==> src/rtl/reset_sequencer.sv <==
// Staged reset release/assertion for NUM_DOMAINS downstream domains.
// Waits for a filtered clock lock, releases domains low-to-high, and on a
// soft reset request re-asserts them high-to-low, holds, then re-sequences.
module reset_sequencer #(
  parameter int NUM_DOMAINS = 4,
  parameter int LOCK_FILTER = 16,
  parameter int STEP_DELAY  = 8,
  parameter int HOLD_CYCLES = 32
) (
  input  logic                   clk,
  input  logic                   rst,
  input  logic                   lock_in,
  input  logic                   soft_rst_req,
  output logic [NUM_DOMAINS-1:0] domain_resn_out,
  output logic                   seq_done,
  output logic                   busy
);

  localparam int unsigned IDX_W = $clog2(NUM_DOMAINS);
  localparam int unsigned CNT_W = 8;

  localparam logic [CNT_W-1:0] FILT_LAST = CNT_W'(LOCK_FILTER - 1);
  localparam logic [CNT_W-1:0] STEP_LAST = CNT_W'(STEP_DELAY - 1);
  localparam logic [CNT_W-1:0] HOLD_LAST = CNT_W'(HOLD_CYCLES - 1);
  localparam logic [IDX_W-1:0] LAST_IDX  = IDX_W'(NUM_DOMAINS - 1);

  typedef enum logic [2:0] {
    WAIT_LOCK = 3'd0,
    FILTER    = 3'd1,
    RELEASE   = 3'd2,
    RUN       = 3'd3,
    ASSERT    = 3'd4,
    HOLD      = 3'd5
  } state_t;

  state_t           state;
  logic [CNT_W-1:0] filt_cnt;
  logic [CNT_W-1:0] step_cnt;
  logic [CNT_W-1:0] hold_cnt;
  logic [IDX_W-1:0] idx;
  logic [IDX_W-1:0] idx_inc;
  logic [IDX_W-1:0] idx_dec;

  // Neighbouring step indices used by release and assert stepping.
  always_comb begin
    idx_inc = idx + IDX_W'(1);
    idx_dec = idx - IDX_W'(1);
  end

  // Sequencer state, counters and registered outputs.
  always_ff @(posedge clk) begin
    if (rst || (state != WAIT_LOCK && !lock_in)) begin
      // Reset and lock loss both abandon everything immediately.
      state           <= WAIT_LOCK;
      domain_resn_out <= '0;
      seq_done        <= 1'b0;
      busy            <= 1'b0;
      filt_cnt        <= '0;
      step_cnt        <= '0;
      hold_cnt        <= '0;
      idx             <= '0;
    end else begin
      case (state)
        WAIT_LOCK: begin
          if (lock_in) begin
            state    <= FILTER;
            busy     <= 1'b1;
            filt_cnt <= '0;
          end
        end

        FILTER: begin
          // lock_in is known high here; low was handled above.
          if (filt_cnt == FILT_LAST) begin
            state              <= RELEASE;
            filt_cnt           <= '0;
            step_cnt           <= '0;
            idx                <= '0;
            domain_resn_out[0] <= 1'b1;
          end else begin
            filt_cnt <= filt_cnt + CNT_W'(1);
          end
        end

        RELEASE: begin
          if (soft_rst_req) begin
            // Highest released bit is idx; clear it on this edge.
            domain_resn_out[idx] <= 1'b0;
            step_cnt             <= '0;
            hold_cnt             <= '0;
            state                <= (idx == '0) ? HOLD : ASSERT;
          end else if (step_cnt == STEP_LAST) begin
            step_cnt <= '0;
            if (idx == LAST_IDX) begin
              state    <= RUN;
              seq_done <= 1'b1;
              busy     <= 1'b0;
            end else begin
              idx                      <= idx_inc;
              domain_resn_out[idx_inc] <= 1'b1;
            end
          end else begin
            step_cnt <= step_cnt + CNT_W'(1);
          end
        end

        RUN: begin
          if (soft_rst_req) begin
            state                <= ASSERT;
            seq_done             <= 1'b0;
            busy                 <= 1'b1;
            step_cnt             <= '0;
            domain_resn_out[idx] <= 1'b0;
          end
        end

        ASSERT: begin
          // idx is always >= 1 here; bit 0 clearing moves straight to HOLD.
          if (step_cnt == STEP_LAST) begin
            step_cnt                 <= '0;
            idx                      <= idx_dec;
            domain_resn_out[idx_dec] <= 1'b0;
            if (idx_dec == '0) begin
              state    <= HOLD;
              hold_cnt <= '0;
            end
          end else begin
            step_cnt <= step_cnt + CNT_W'(1);
          end
        end

        HOLD: begin
          if (hold_cnt == HOLD_LAST) begin
            state    <= FILTER;
            hold_cnt <= '0;
            filt_cnt <= '0;
            idx      <= '0;
          end else begin
            hold_cnt <= hold_cnt + CNT_W'(1);
          end
        end

        default: begin
          state           <= WAIT_LOCK;
          domain_resn_out <= '0;
          seq_done        <= 1'b0;
          busy            <= 1'b0;
        end
      endcase
    end
  end

endmodule
==> config.mk <==
export PLATFORM = sky130hd
export DESIGN_NAME = reset_sequencer
export DESIGN_NICKNAME = d
export VERILOG_FILES = /design/src/rtl/reset_sequencer.sv
export SDC_FILE = /design/constraint.sdc
export NUM_CORES = 1
export LEC_CHECK = 0
export ABC_AREA = 1
export BUFFER_PORTS_ARGS = -buffer_cell sky130_fd_sc_hd__clkbuf_2
export CAP_MARGIN = 20
export CORE_UTILIZATION = 55
export DETAILED_ROUTE_END_ITERATION = 12
export PLACE_DENSITY = 0.73
export SLEW_MARGIN = 20
export SYNTH_ARGS = -nofsm -noshare
export SYNTH_HDL_FRONTEND = slang
export SYNTH_SLANG_ARGS = --single-unit
export TNS_END_PERCENT = 5
==> constraint.sdc <==
create_clock -name clk -period 1.5 [get_ports clk]
set_clock_uncertainty 0.1 [all_clocks]
set_input_delay 0.075 -clock clk [delete_from_list [all_inputs] [get_ports clk]]
set_output_delay 0.075 -clock clk [all_outputs]
set_load 0.1 [all_outputs]
Yosys cells after proc, flatten, opt, wreduce, memory -nomap -nowiden
Index checks and enable logic that the tools add are counted.
- register bits after elaboration: 35
- input bits: 4
- output and inout bits: 6
- word-level logic and storage cells: 135
- $add $sub $neg: 5
- order comparisons: 6
- equality and inequality tests: 23
- multiplexer cells: 56
- bitwise gates (word level): 9
- reduce and logical (&&, ||, !) cells: 27
- operator list (cell ; count):
    2-to-1 mux 8 bit ; 10
    one-hot mux 8 bit (3 select lines) ; 2
    one-hot mux 8 bit (4 select lines) ; 1
    2-to-1 mux 3 bit ; 9
    adder 8 x 1 -> 8 bit, second input constant ; 3
    inequality test 2 bit, second input constant ; 11
    2-to-1 mux 4 bit ; 5
    one-hot mux 3 bit (6 select lines) ; 1
    2-to-1 mux 1 bit ; 14
    2-to-1 mux 2 bit ; 6
    one-hot mux 3 bit (4 select lines) ; 1
    AND reduction 6 bit ; 2
    AND reduction 5 bit ; 2
    less-than comparator 2 x 3 -> 1 bit, second input constant ; 3
    inequality test 3 bit, second input constant ; 3
    nonzero test 3 bit ; 3
    AND 4 bit ; 2
    == test 8 x 3 -> 1 bit, second input constant ; 1
    == test 8 x 4 -> 1 bit, second input constant ; 1
    == test 8 x 5 -> 1 bit, second input constant ; 1
    NOT 4 bit ; 2
    one-hot mux 2 bit (4 select lines) ; 1
    AND reduction 8 bit ; 1
    nonzero test 4 bit ; 2
    other kinds (24) ; 39

Longest topological paths before layout
- depth in word-level cells: 10
- gate-level depth with buffers: 12
- gate-level depth less buffers: 11

Worst setup path before layout
No wires, ideal clock.
- path type: flip-flop to flip-flop
- start: register domain_resn_out[1]
- end: register domain_resn_out[1]
- setup time: 70 ps
- data arrival time: 1572 ps
- required time: 1330 ps
- path slack: -242 ps
- stages on the path, launching flop included: 7
- buffers on the path: 0
- clock period less this slack: 1742 ps
- cells stage by stage: dfxtp_1 -> inv_1 -> o21ai_0 -> nand3_1 -> nand3_1 -> nand2_1 -> a21oi_1
- word-level cells in the longest chain between the ends: 5
- elaborated cells on any way between the ends: 9
- those cells by class: mux: 6; bitwise: 3
- RTL lines (what ; RTL line ; RTL):
    start: declaration ; 14 ; output logic [NUM_DOMAINS-1:0] domain_resn_out,
    start signal: assignment ; 55 ; domain_resn_out <= '0;
    start signal: indexed assignment ; 88 ; domain_resn_out[idx] <= 1'b0;
    start signal: indexed assignment ; 100 ; domain_resn_out[idx_inc] <= 1'b1;
    OR 4 bit (no line) ; - ;
    2-to-1 mux 4 bit ; 94 ; if (idx == LAST_IDX) begin
    2-to-1 mux 4 bit ; 92 ; end else if (step_cnt == STEP_LAST) begin
    2-to-1 mux 4 bit ; 86 ; if (soft_rst_req) begin
    one-hot mux 3 bit (4 select lines) * ; 63 ; case (state)
Mark *: on every way between the ends. The rest lies on a longest branch, timed or not. The select of a mux whose other input is x is not followed.
A chain may end at the register's enable or synchronous reset.

Final worst setup path
- start: register state[2]
- end: register idx[1]
- word-level cells in the longest chain between the ends: 3
- elaborated cells on any way between the ends: 16
- those cells by class: eq/ne: 10; mux: 1; reduce/logical: 5
- RTL lines (what ; RTL line ; RTL):
    start: declaration ; 36 ; state_t state;
    start signal: assignment ; 91 ; state <= (idx == '0) ? HOLD : ASSERT;
    == test 3 bit (tied with other cells) ; 63 ;
    nonzero test 4 bit (no line) (tied with other cells) ; - ;
    AND reduction 7 bit (no line) or logical OR 1 bit (tied branches) ; - ;
    end signal: assignment ; 99 ; idx <= idx_inc;
    end signal: assignment ; 121 ; idx <= idx_dec;
    end: declaration ; 40 ; logic [IDX_W-1:0] idx;
Parallel ways exist; a longest one is shown, timed or not.

==> impl_metrics.json <==
{
  "start_util_pct": 57.8,
  "grt_max_degree": 17,
  "cp_cell_sequence": "buf_12, nand2_2, inv_1, nor2_1, nand2_2, nand2_4, nor2_4, nand2_2, nand2_1, nand2_1, nor2_1",
  "overflow": 0,
  "drtAntennaViolNets": 0,
  "rows": 23,
  "avgRoutedWirePerCell_um": 15.4,
  "critPathBufInv": 2,
  "p_int_w": 0.00337,
  "p_comb_share_pct": 69.5,
  "cts_made_buffers": 5,
  "drtIter0Drc": 257,
  "cts_root_buf": "clkbuf_8",
  "worst_pin_slew_ps": 540,
  "p_switching_w": 0.00313,
  "post-route-min-period_ps": 1620,
  "syn_avg_cell_area_um2": 6.59,
  "ir_worst_vdd_mv": 1.30,
  "finalCritPeriodShare_pct": 108,
  "powerDensity_mw_per_mm2": 1870,
  "grt_pass1_vias": 2455,
  "switching_share_pct": 48.2,
  "end_kind": "flip-flop",
  "dpl.hpwl_um": 4480,
  "gr-usage-all-layers_pct": 30.9,
  "synth_cell_types": 32,
  "finalHoldViolations": 0,
  "start_kind": "flip-flop",
  "violations": "setup timing",
  "critPathTopFamily": "simple AND/OR/NAND/NOR gates",
  "grt_pass1_wl_um": 10600,
  "die_h_um": 67.1,
  "seqPwrFrac_pct": 18.7,
  "post_drt_via_cell_ratio": 5.71,
  "io_buffers": 9,
  "final_nets": 455,
  "r2r-start": "state[2]",
  "hp-class": "in -> reg",
  "slowest_stage": "dfxtp_4",
  "worstPathArrival_ps": 1720,
  "dr.pass1.iters": 5,
  "cts_hold_buf": 0,
  "clkTransAtPathRegs_ps": 80,
  "fp.dieW_um": 67.1,
  "n_antenna_cell": 0,
  "area_growth_pct": 49.6,
  "rsz0062_at_grt": "yes",
  "min_from": "rst",
  "r2r-end": "idx[1]",
  "die_area_mm2": 0.00450,
  "vias": 2825,
  "synth_area_mm2": 0.00233,
  "clock_sinks": 35,
  "synth-seq-area-share_pct": 30.1,
  "cpMostUsedCell": "nand2_2",
  "power_leakage_nw": 1.54,
  "wl_um": 7620,
  "io-pin-count": 10,
  "crit_fanout": 5,
  "critPathRequiredTime_ps": 1590,
  "critical-path-max-stage-delay_ps": 370,
  "min_to": "step_cnt[1]",
  "layout_commonest_cell": "nand2_1",
  "drc": 0,
  "hold_depth": 5,
  "setup_viol": 27,
  "path_class": "reg -> reg",
  "cts_tree": "done",
  "syn_inst": 353,
  "setup_slack_ps": -123,
  "rrSetupSlack_ps": -120,
  "reg2reg_depth": 11,
  "synth_nets": 364,
  "coreArea_mm2": 0.00403,
  "final_max_slew_viol_count": 0,
  "status": "finished with violations",
  "mostFrequentLayoutCells": "nand2_1, buf_4, nand3_1",
  "ys_warn_count": 0,
  "setup_tns_ps": -1270,
  "antenna_found_initial": 0,
  "synth-seq-cells": 35,
  "insertion_delay_ps": 290,
  "power.share.clock_pct": 11.8,
  "maxCapViolCount": 0,
  "gp_congestion": 0.937,
  "timing.fmax_mhz": 616,
  "slew_headroom_pct": 64.1,
  "clockBufferDepth": 2,
  "h-tree-depth": 2,
  "final_layout_size_suffix_gt1_share_pct": 42.7,
  "finalPower_w": 0.00650
}
sequential cells by signal, indices dropped and copies added (netlist names):
signal           count
busy                 1
domain_resn_out      4
filt_cnt             8
hold_cnt             8
idx                  2
seq_done             1
state                3
step_cnt             8
power groups by stage:
stage | clock network, W | logic (W) | registers [W]
CTS | 0.000774 | 0.00343 | 0.00116
floorplan | 0 | 0.00194 | 0.00130
global placement | 0 | 0.00315 | 0.00114
finish | 0.000766 | 0.00452 | 0.00122
detailed placement | 0 | 0.00318 | 0.00115
global route | 0.000813 | 0.00480 | 0.00123
layout make-up:
type / count / area [um^2]
Inverter: 42 / 163
Sequential cell: 35 / 729
Timing Repair Buffer: 89 / 703
Tap cell: 50 / 62.6
Clock buffer: 8 / 100
Fill cell: 222 / 547
Multi-Input combinational cell: 271 / 1720
per-stage QoR:
| step | utilization [%] | hold slack [ps] | std cells | worst slack [ps] | area (um^2) |
|---|---|---|---|---|---|
| CTS | 78.9 | 129 | 484 | -44.4 | 3180 |
| global placement | 72.3 | 350 | 470 | -224 | 2910 |
| finish | 86.4 | 127 | 495 | -123 | 3480 |
| global route | 86.4 | 144 | 495 | -199 | 3480 |
| floorplan | - | 136 | 353 | -3.38 | 2350 |
| detailed placement | 72.3 | 359 | 470 | -223 | 2910 |
synth_stat cells, drive strengths merged:
| cell | instances | share of area (%) |
|---|---|---|
| nand2 | 96 | 17 |
| dfxtp | 35 | 30 |
| or2 | 4 | 1.1 |
| nand4 | 9 | 2.4 |
| xor2 | 3 | 1.1 |
| nand3 | 50 | 12 |
| nor2 | 37 | 8.2 |
| a21o | 1 | 0.32 |
| nor3 | 6 | 1.3 |
| inv | 42 | 6.8 |
| a31o | 1 | 0.38 |
| o21ai | 14 | 3.5 |
| a21oi | 33 | 7.6 |
| buf | 5 | 1.7 |
| o211ai | 2 | 0.64 |
| o21bai | 3 | 0.97 |
| a22oi | 1 | 0.32 |
| ha | 7 | 3.8 |
| nand3b | 4 | 1.3 |
repair_timing:
action / in CTS / in global routing
setup buffers: 6 / 10
pin swaps: 11 / 20
gates resized for setup: 34 / 55
cloned: 0 / 1
endpoints found under the setup margin: 26 / 35
kinds of logic after synthesis:
family	Yosys count	synth area share, %
simple gates	206	42.8
compound gates	55	13.7
buf+inv	47	8.50
flops	35	30.1
fa+ha+maj	7	3.76
xor+xnor	3	1.13
metal layers:
| layer | GRT usage (%) | share of wire (%) |
|---|---|---|
| met2 | 52.8 | 50 |
| met1 | 37.1 | 41 |
| met5 | 0 | 0 |
| met3 | 6.85 | 5.9 |
| met4 | 11.4 | 3.0 |
tightest hold or removal path, stage by stage:
cell      delay [ps]
clkbuf_2         110
a21oi_4           40
inv_2             80
buf_4            140
a21oi_1           40
worst max path at each step:
stage	to	cells after the start	slack [ps]	from
floorplan	domain_resn_out[3]	10	-3	step_cnt[0]
global placement	domain_resn_out[1]	10	-220	step_cnt[0]
detailed placement	domain_resn_out[2]	10	-220	step_cnt[0]
CTS	state[2]	8	-40	filt_cnt[0]
global route	idx[0]	12	-200	state[2]
finish	idx[1]	11	-120	state[2]
Power figures use the tool's default switching activity.
